$ cat config.mk
export PLATFORM = sky130hd
export DESIGN_NAME = urv_timer_irq
export DESIGN_NICKNAME = d
export VERILOG_FILES = /design/src/rtl/urv_timer_irq.sv
export SDC_FILE = /design/constraint.sdc
export NUM_CORES = 1
export LEC_CHECK = 0
export CAP_MARGIN = 20
export CELL_PAD_IN_SITES_DETAIL_PLACEMENT = 0
export CELL_PAD_IN_SITES_GLOBAL_PLACEMENT = 1
export CORE_ASPECT_RATIO = 1.75
export CORE_MARGIN = 2
export CORE_UTILIZATION = 49
export CTS_CLUSTER_DIAMETER = 50
export DETAILED_ROUTE_END_ITERATION = 10
export PLACE_DENSITY_LB_ADDON = 0.05
export SETUP_SLACK_MARGIN = 0.02
export SYNTH_ARGS = -nofsm -noshare
export SYNTH_HDL_FRONTEND = slang
export SYNTH_SLANG_ARGS = --single-unit
$ cat constraint.sdc
create_clock -name clk_i -period 4.5 [get_ports clk_i]
set_input_delay 1.35 -clock clk_i [delete_from_list [all_inputs] [get_ports clk_i]]
set_output_delay 1.35 -clock clk_i [all_outputs]
set_load 0.02 [all_outputs]
$ cat src/rtl/urv_timer_irq.sv
// Multi-channel countdown timer and interrupt source on the uRV data-memory bus.
// Channels share one prescaler; irq_o is the registered OR of (pending & irq_en).
module urv_timer_irq #(
   parameter int          g_num_channels  = 4,
   parameter int          g_counter_width = 16,
   parameter logic [31:0] g_base_addr     = 32'h00100100
) (
   input  logic        clk_i,
   input  logic        rst_n_i,
   input  logic [31:0] dm_addr_i,
   input  logic [31:0] dm_data_s_i,
   input  logic [3:0]  dm_data_select_i,
   input  logic        dm_store_i,
   input  logic        dm_load_i,
   output logic [31:0] dm_data_l_o,
   output logic        dm_store_done_o,
   output logic        dm_load_done_o,
   output logic        irq_o
);
   localparam int N = g_num_channels;
   localparam int W = g_counter_width;
   localparam logic [11:0]  c_base_lo = g_base_addr[11:0];
   localparam logic [W-1:0] c_one     = W'(1);

   logic [11:0] off;
   logic [7:0]  slot;
   logic [1:0]  sub;
   logic        reg_ok, hit, st_hit, ld_hit, tick;
   logic [31:0] wr_mask;

   // Offset is relative to the base so an unaligned-in-page base still works.
   assign off     = dm_addr_i[11:0] - c_base_lo;
   assign slot    = off[11:4];
   assign sub     = off[3:2];
   assign reg_ok  = (off[1:0] == 2'b00) &&
                    (((slot == 8'd0) && (sub <= 2'd1)) ||
                     ((slot != 8'd0) && (slot <= 8'(N)) && (sub != 2'd3)));
   assign hit     = (dm_addr_i[31:12] == g_base_addr[31:12]) && reg_ok;
   assign st_hit  = hit && dm_store_i;
   assign ld_hit  = hit && dm_load_i && !dm_store_i;
   assign wr_mask = {{8{dm_data_select_i[3]}}, {8{dm_data_select_i[2]}},
                     {8{dm_data_select_i[1]}}, {8{dm_data_select_i[0]}}};

   function automatic logic [31:0] f_merge(input logic [31:0] old_v, input logic [31:0] new_v,
                                           input logic [31:0] mask);
      return (old_v & ~mask) | (new_v & mask);
   endfunction

   logic [15:0]  presc_q, presc_d, presc_cnt_q, presc_cnt_d;
   logic [N-1:0] en_q, en_d, per_q, per_d, ie_q, ie_d, pend_q, pend_d;
   logic [W-1:0] reload_q [N];
   logic [W-1:0] reload_d [N];
   logic [W-1:0] count_q  [N];
   logic [W-1:0] count_d  [N];
   logic         irq_q, irq_d, st_done_q, ld_done_q;
   logic [31:0]  ld_data_q, ld_data_d, rd_data, wr_tmp;

   assign tick = (presc_cnt_q == 16'd0);

   always_comb begin
      presc_d     = presc_q;
      presc_cnt_d = tick ? presc_q : presc_cnt_q - 16'd1;
      en_d        = en_q;
      per_d       = per_q;
      ie_d        = ie_q;
      pend_d      = pend_q;
      reload_d    = reload_q;
      count_d     = count_q;
      wr_tmp      = '0;

      if (st_hit && slot == 8'd0 && sub == 2'd1) begin
         wr_tmp      = f_merge({16'd0, presc_q}, dm_data_s_i, wr_mask);
         presc_d     = wr_tmp[15:0];
         presc_cnt_d = wr_tmp[15:0];
      end

      for (int c = 0; c < N; c++) begin
         // Clear before set so an expiry in the same cycle as W1C leaves pending set.
         if (st_hit && slot == 8'd0 && sub == 2'd0 && (dm_data_s_i[c] & wr_mask[c]))
            pend_d[c] = 1'b0;

         if (en_q[c] && tick) begin
            if (count_q[c] > c_one) begin
               count_d[c] = count_q[c] - c_one;
            end else if (count_q[c] == c_one) begin
               pend_d[c] = 1'b1;
               if (per_q[c]) begin
                  count_d[c] = reload_q[c];
               end else begin
                  count_d[c] = '0;
                  en_d[c]    = 1'b0;
               end
            end
         end

         if (st_hit && slot == 8'(c + 1) && sub == 2'd1) begin
            wr_tmp      = f_merge(32'(reload_q[c]), dm_data_s_i, wr_mask);
            reload_d[c] = wr_tmp[W-1:0];
            count_d[c]  = wr_tmp[W-1:0];
         end

         if (st_hit && slot == 8'(c + 1) && sub == 2'd0 && dm_data_select_i[0]) begin
            en_d[c]  = dm_data_s_i[0];
            per_d[c] = dm_data_s_i[1];
            ie_d[c]  = dm_data_s_i[2];
            if (dm_data_s_i[0]) begin
               count_d[c] = reload_q[c];
               if (reload_q[c] == '0)
                  en_d[c] = 1'b0;
            end
         end
      end

      irq_d = |(pend_d & ie_d);
   end

   always_comb begin
      rd_data = '0;
      if (slot == 8'd0) begin
         if (sub == 2'd0)
            rd_data[N-1:0] = pend_q;
         else if (sub == 2'd1)
            rd_data[15:0] = presc_q;
      end
      for (int c = 0; c < N; c++) begin
         if (slot == 8'(c + 1)) begin
            case (sub)
               2'd0:    rd_data[2:0]   = {ie_q[c], per_q[c], en_q[c]};
               2'd1:    rd_data[W-1:0] = reload_q[c];
               2'd2:    rd_data[W-1:0] = count_q[c];
               default: rd_data        = '0;
            endcase
         end
      end
      ld_data_d = ld_hit ? rd_data : 32'd0;
   end

   always_ff @(posedge clk_i or negedge rst_n_i) begin
      if (!rst_n_i) begin
         presc_q     <= '0;
         presc_cnt_q <= '0;
         en_q        <= '0;
         per_q       <= '0;
         ie_q        <= '0;
         pend_q      <= '0;
         irq_q       <= 1'b0;
         st_done_q   <= 1'b0;
         ld_done_q   <= 1'b0;
         ld_data_q   <= '0;
         for (int c = 0; c < N; c++) begin
            reload_q[c] <= '0;
            count_q[c]  <= '0;
         end
      end else begin
         presc_q     <= presc_d;
         presc_cnt_q <= presc_cnt_d;
         en_q        <= en_d;
         per_q       <= per_d;
         ie_q        <= ie_d;
         pend_q      <= pend_d;
         reload_q    <= reload_d;
         count_q     <= count_d;
         irq_q       <= irq_d;
         st_done_q   <= st_hit;
         ld_done_q   <= ld_hit;
         ld_data_q   <= ld_data_d;
      end
   end

   assign dm_data_l_o     = ld_data_q;
   assign dm_store_done_o = st_done_q;
   assign dm_load_done_o  = ld_done_q;
   assign irq_o           = irq_q;

endmodule
* After elaboration in Yosys (flattened, before gate mapping)
Index checks and enable logic that the tools add are counted.
** Storage, ports and cells
- Register bits :: 211
- Memories kept :: 0
- Bits of input ports :: 72
- Memory bits (read-only) :: 0
- Latch bits :: 0
- Memory bits (writable) :: 0
- Output and inout port bits :: 35
** Operators by class
- Mux-type cells :: 100
- Order comparisons :: 6
- $mul :: 0
- Shifts and indexed selects :: 0
- Reduce and logical (&&, ||, !) cells :: 60
- Bitwise gates (word level) :: 17
- Divide/modulo/power cells :: 0
- Equality and inequality tests :: 20
- $add $sub $neg :: 6
** Operator list (count)
- $mux 16 :: 38
- $pmux 13 s3 :: 4
- $mux 32 :: 4
- $and 16x16->16 :: 6
- $logic_not 16->1 :: 5
- $or 16x16->16 :: 5
- $sub 16x1->16 const B :: 5
- $eq 16x1->1 const B :: 4
- $gt 16x1->1 const B :: 4
- $mux 1 :: 48
- $pmux 3 s3 :: 4
- $logic_and 1x1->1 :: 35
- $eq 20x9->1 const B :: 1
- $eq 8x2->1 const B :: 2
- $ne 2x1->1 const B :: 8
- $not 16->16 :: 1
- $reduce_and 4->1 :: 4
- $reduce_bool 2->1 :: 8
- $mux 12 :: 1
- $sub 12x9->12 const B :: 1
- $eq 8x1->1 const B :: 1
- $eq 8x3->1 const B :: 1
- $le 8x3->1 const B :: 1
- $logic_not 8->1 :: 1
- other kinds (13) :: 17

* Logic depth before layout (Yosys ltp)
- Depth after elaboration :: 17
- Gate-level depth with buffers :: 11

* Worst setup path before layout
OpenSTA, ideal clock, no wires.
- Path kind :: input-to-reg
- Start point :: in dm_addr_i[7]
- End point :: reg reload_q[5] in the netlist's numbering
- Data required time :: 4.375 ns
- Path slack :: 0.828 ns
- Setup time :: 0.125 ns
- Data arrival time :: 3.547 ns
- Stages :: 7
- Cells stage by stage :: or4b_2 > nor3b_1 > nand3_1 > clkbuf_1 > nor3_1 > buf_2 > mux2_2
** Between the ends
- Cells in the longest elaborated chain, start to end :: 10
** RTL lines
- from (decl) :: RTL line 10 : input logic [31:0] dm_addr_i,
- $sub 12x9->12 (*) :: RTL line 32 : assign off = dm_addr_i[11:0] - c_base_lo;
- $le 8x3->1 / $reduce_bool 8->1 (equally long branches) :: RTL line 37 : ((slot != 8'd0) && (slot <= 8'(N)) && (sub != 2'd3)));
- $logic_and 1x1->1 (2 in a row) :: RTL line 37
- $logic_or 1x1->1 :: RTL line 36 : (((slot == 8'd0) && (sub <= 2'd1)) ||
- $logic_and 1x1->1 :: RTL line 35 : assign reg_ok = (off[1:0] == 2'b00) &&
- $logic_and 1x1->1 :: RTL line 38 : assign hit = (dm_addr_i[31:12] == g_base_addr[31:12]) && reg_ok;
- $logic_and 1x1->1 :: RTL line 39 : assign st_hit = hit && dm_store_i;
- $logic_and 1x1->1 (*) (2 in a row) :: RTL line 96 : if (st_hit && slot == 8'(c + 1) && sub == 2'd1) begin
- to (signal assigned) :: RTL line 161 : reload_q <= reload_d;
- to (decl) :: RTL line 51 : logic [W-1:0] reload_q [N];
Every way passes the cells marked *; elsewhere a longest branch is shown, timed or not.
A chain may end at the register's enable or synchronous reset.

* Final worst setup path
- Start point :: in dm_addr_i[31]
- End point :: reg irq_q, in the netlist irq_o
** Between the ends
- Cells in the longest elaborated chain, start to end :: 12
** RTL lines
- $eq 20x9->1 (*) :: RTL line 38
- $logic_and 1x1->1 (*) :: RTL line 38
- $logic_and 1x1->1 (*) :: RTL line 39
- $logic_and 1x1->1 (*) (3 in a row) :: RTL line 79 : if (st_hit && slot == 8'd0 && sub == 2'd0 && (dm_data_s_i[c] & wr_mask[c]))
- $mux 1 (*) :: RTL line 79
- $mux 1 :: RTL line 85 : end else if (count_q[c] == c_one) begin
- $mux 1 :: RTL line 83 : if (count_q[c] > c_one) begin
- $mux 1 (*) :: RTL line 82 : if (en_q[c] && tick) begin
- named net pend_d[2] :: RTL line 50 : logic [N-1:0] en_q, en_d, per_q, per_d, ie_q, ie_d, pend_q, pend_d;
- $and 4x4->4 (*) :: RTL line 114 : irq_d = |(pend_d & ie_d);
- $reduce_or 4->1 (*) :: RTL line 114
- named net irq_d :: RTL line 55 : logic irq_q, irq_d, st_done_q, ld_done_q;
- to (signal assigned) :: RTL line 163 : irq_q <= irq_d;
- to (decl) :: RTL line 55
Mark *: on every way through the listed nets, which the timed path passes. The rest lies on a longest branch.

==> flow_metrics.py <==
metrics = {
    "outcome": {
        "status": "finished, final reports clean",
    },
    "timing": {
        "finalMaxSlewViolations": 0,
        "rsz0062_at_grt": "false",
        "fmax_mhz": 244,
        "slew_headroom_pct": 34.1,
        "hold_ws_ns": 0.504,
        "final-hold-violation-count": 0,
        "setup_viol": 0,
        "timing.final.ws_setup_ns": 0.400,
        "fin_crit_ns": 4.10,
        "tightest_slew_ns": 0.981,
        "final.period_utilization_pct": 91.1,
        "tns_ns": 0,
        "skew_ns": 0.00857,
    },
    "clocking": {
        "cts_root_buf": "clkbuf_16",
        "clockBufferDepth": 2,
        "cts_buffers": 17,
        "cts_resized": 0,
        "htree_levels": 4,
        "insertion_delay_ns": 0.46,
        "cts.clk_slew.worst_paths_ns": 0.07,
        "cts-hold-fix-buffers": 0,
        "cts_setup_buffers": 0,
        "clock_sinks": 195,
        "cts_tree": "yes",
    },
    "route": {
        "routed_via_density": 6.98,
        "wl_per_cell_um": 27.7,
        "routed_wl_mm": 52.6,
        "ant_nets": 0,
        "first_pass_iters": 5,
        "vias": 13255,
        "drc": 0,
        "drt_iter0_drc": 1409,
    },
    "floorplan": {
        "die_x_um": 126,
        "die_area_um2": 27500,
        "die_h_um": 218,
        "initial_core_util_pct": 49.6,
        "core_um2": 25800,
        "num_io_pins": 107,
        "rows": 78,
    },
    "worst_setup_path": {
        "arrival_ns": 4.41,
        "cp_data_required_time_ns": 4.81,
        "cpPeakStageDelay_ns": 0.54,
        "crit_path_top_delay_cell": "o41ai_1",
        "crit_path_end_kind": "flop",
        "critical_path.cell_chain": "clkdlybuf4s50_1 -> nor4_1 -> nand4_1 -> buf_4 -> o41ai_1 -> o21ai_0 -> a22oi_1 -> o221ai_1",
        "crit_path_start_kind": "input pin",
        "path_class": "in -> reg",
        "cp_max_fo": 6,
    },
    "global_route": {
        "grt_usage_pct": 38.4,
        "grt_max_degree": 79,
        "overflow": 0,
        "grt_pass1_wl_mm": 79.3,
        "grt_pass1_vias": 12763,
        "antenna_found_initial": 0,
    },
    "hold_path": {
        "hold_path_class": "reg -> reg",
    },
    "placement": {
        "dpl_worst_slack_ns": -0.0461,
        "place_congestion": 1.07,
        "placement.io_buffers": 72,
        "dp_hpwl_mm": 38.2,
        "dpl.cell_count": 1868,
    },
    "yosys": {
        "synth_cell_type_count": 80,
        "ys_seq_area_share_pct": 38.1,
        "ys_seq_elements": 195,
        "ys_async_sr_fraction_pct": 100,
        "yosysWarnings": 0,
        "syn_inst": 1500,
        "synth_most_common_cell": "dfrtp_1",
        "syn_area_um2": 12800,
        "netlist.top_cell.by_area": "dfrtp_1",
        "synth-main-ff-cell": "dfrtp_1",
        "synth_common_cells": "dfrtp_1 (195), nand2_1 (174), clkbuf_1 (90)",
        "synth.top_cell.area_share_pct": 38.1,
        "synth-edff-count": 0,
        "synth.area.top_cells": "dfrtp_1 (38%), nand2_1 (5.1%), mux2_2 (4.5%)",
        "syn_avg_cell_area_um2": 8.53,
    },
    "job": {
        "maxCapViolCount": 0,
    },
    "cells_and_area": {
        "diodes": 0,
        "multi_input_area_um2": 7310,
        "drive_gt1_share_pct": 12.1,
        "fill_cells": 2479,
        "syn2layout_area_growth_pct": 14.9,
        "final_nets": 1648,
        "finalNonFillerCells": 1899,
        "final-seq-area_um2": 4880,
    },
    "power": {
        "swShare_pct": 24.7,
        "p_comb_share_pct": 7.4,
        "total_power_w": 0.00358,
        "switchingPower_w": 0.000885,
        "pwr-share-clk_pct": 43.7,
        "cellLeakagePower_nw": 5.91,
        "pwr-share-seq_pct": 48.9,
        "irDropWorstVdd_uv": 277,
        "p_int_w": 0.00270,
        "p_per_area_nw_per_um2": 244,
    },
}
## cells in the final DEF (no fill, tap or decap), types with 8 or more instances in the layout
master / Yosys / routed
clkbuf_8: 0 / 8
o22ai_1: 56 / 56
clkdlybuf4s50_1: 0 / 71
ha_1: 9 / 9
a211oi_1: 17 / 17
and4_1: 9 / 9
nand2_1: 174 / 174
dfrtp_1: 195 / 195
and3_1: 11 / 11
nor3b_1: 8 / 8
a21oi_1: 83 / 83
xnor2_1: 11 / 11
o211ai_1: 23 / 23
a31oi_1: 14 / 14
clkbuf_16: 0 / 17
nor3_1: 70 / 67
nand3_1: 51 / 51
and2_1: 17 / 17
mux2_2: 51 / 51
or3_1: 19 / 19
a21o_1: 13 / 13
nand4_1: 30 / 30
nor4_1: 55 / 55
a22oi_1: 75 / 75
or4_1: 18 / 18
buf_4: 16 / 74
conb_1: 1 / 16
inv_1: 47 / 47
nor2_1: 77 / 76
mux2i_1: 19 / 19
a32oi_1: 8 / 8
a221o_1: 12 / 12
o221ai_1: 8 / 8
o21ai_0: 82 / 82
## state kept, by name, indices dropped and copies added (netlist names)
name and flops:
en_q 4, dm_store_done_o 1, ie_q 4, dm_data_l_o 16, irq_o 1, reload_q 64, pend_q 4, presc_cnt_q 16
presc_q 16, dm_load_done_o 1, per_q 4, count_q 64
## critical path: cells and delay by family
kind            cells  cell delay (ns)
compound gates      4             1.39
simple gates        2             0.92
buf+inv             2             0.73
## cell families after synthesis
logic type	after synthesis	share of synthesized area, %
buf+inv	163	5.41
mux	70	5.98
xor+xnor	14	0.959
simple gates	574	23.2
compound gates	474	25.4
flops	195	38.1
fa+ha+maj	9	0.880
other cells	1	0.0293
## power groups by stage
| stage | Combinational (W) | Clock, W | Sequential [W] |
|---|---|---|---|
| after floorplan | 0.0000968 | 0 | 0.00179 |
| after global placement | 0.000257 | 0 | 0.00179 |
| after detailed placement | 0.000258 | 0 | 0.00179 |
| after CTS | 0.000259 | 0.00158 | 0.00175 |
| after global routing | 0.000277 | 0.00164 | 0.00175 |
| final | 0.000264 | 0.00157 | 0.00175 |
## worst paths after layout
path                                     startpoint               endpoint  slack (ns)  cells past startpoint
setup / recovery                      dm_addr_i[31]        irq_o$_DFF_PN0_        0.40                      8
hold reg to reg                 pend_q[1]$_DFF_PN0_    pend_q[1]$_DFF_PN0_        0.50                      2
hold / removal                  pend_q[1]$_DFF_PN0_    pend_q[1]$_DFF_PN0_        0.50                      2
setup reg to reg           presc_cnt_q[7]$_DFF_PN0_  count_q[38]$_DFF_PN0_        1.20                      6
min in group asynchronous                   rst_n_i   count_q[7]$_DFF_PN0_        0.92                      1
max in group asynchronous                   rst_n_i  count_q[63]$_DFF_PN0_        2.67                      2
## routing by layer
layer / share of wire (%) / global-route usage (%)
met2: 47 / 61.7
met5: 0 / 0
met1: 38 / 47.6
met3: 7.8 / 6.50
met4: 7.3 / 24.7
## layout make-up
type	instances	area share, %
timing repair buffer	149	9.12
clock inverter	6	0.468
inverter	47	1.20
multi-input combinational	1157	49.7
clock buffer	25	3.58
tap	320	2.72
sequential	195	33.2
## per-stage QoR
step,util (%),cell area (µm²)
finish,57.0,14700
global placement,54.7,14100
detailed placement,54.7,14100
CTS,57.0,14700
global route,57.0,14700
floorplan,-,12800
Power figures use the tool's default switching activity.
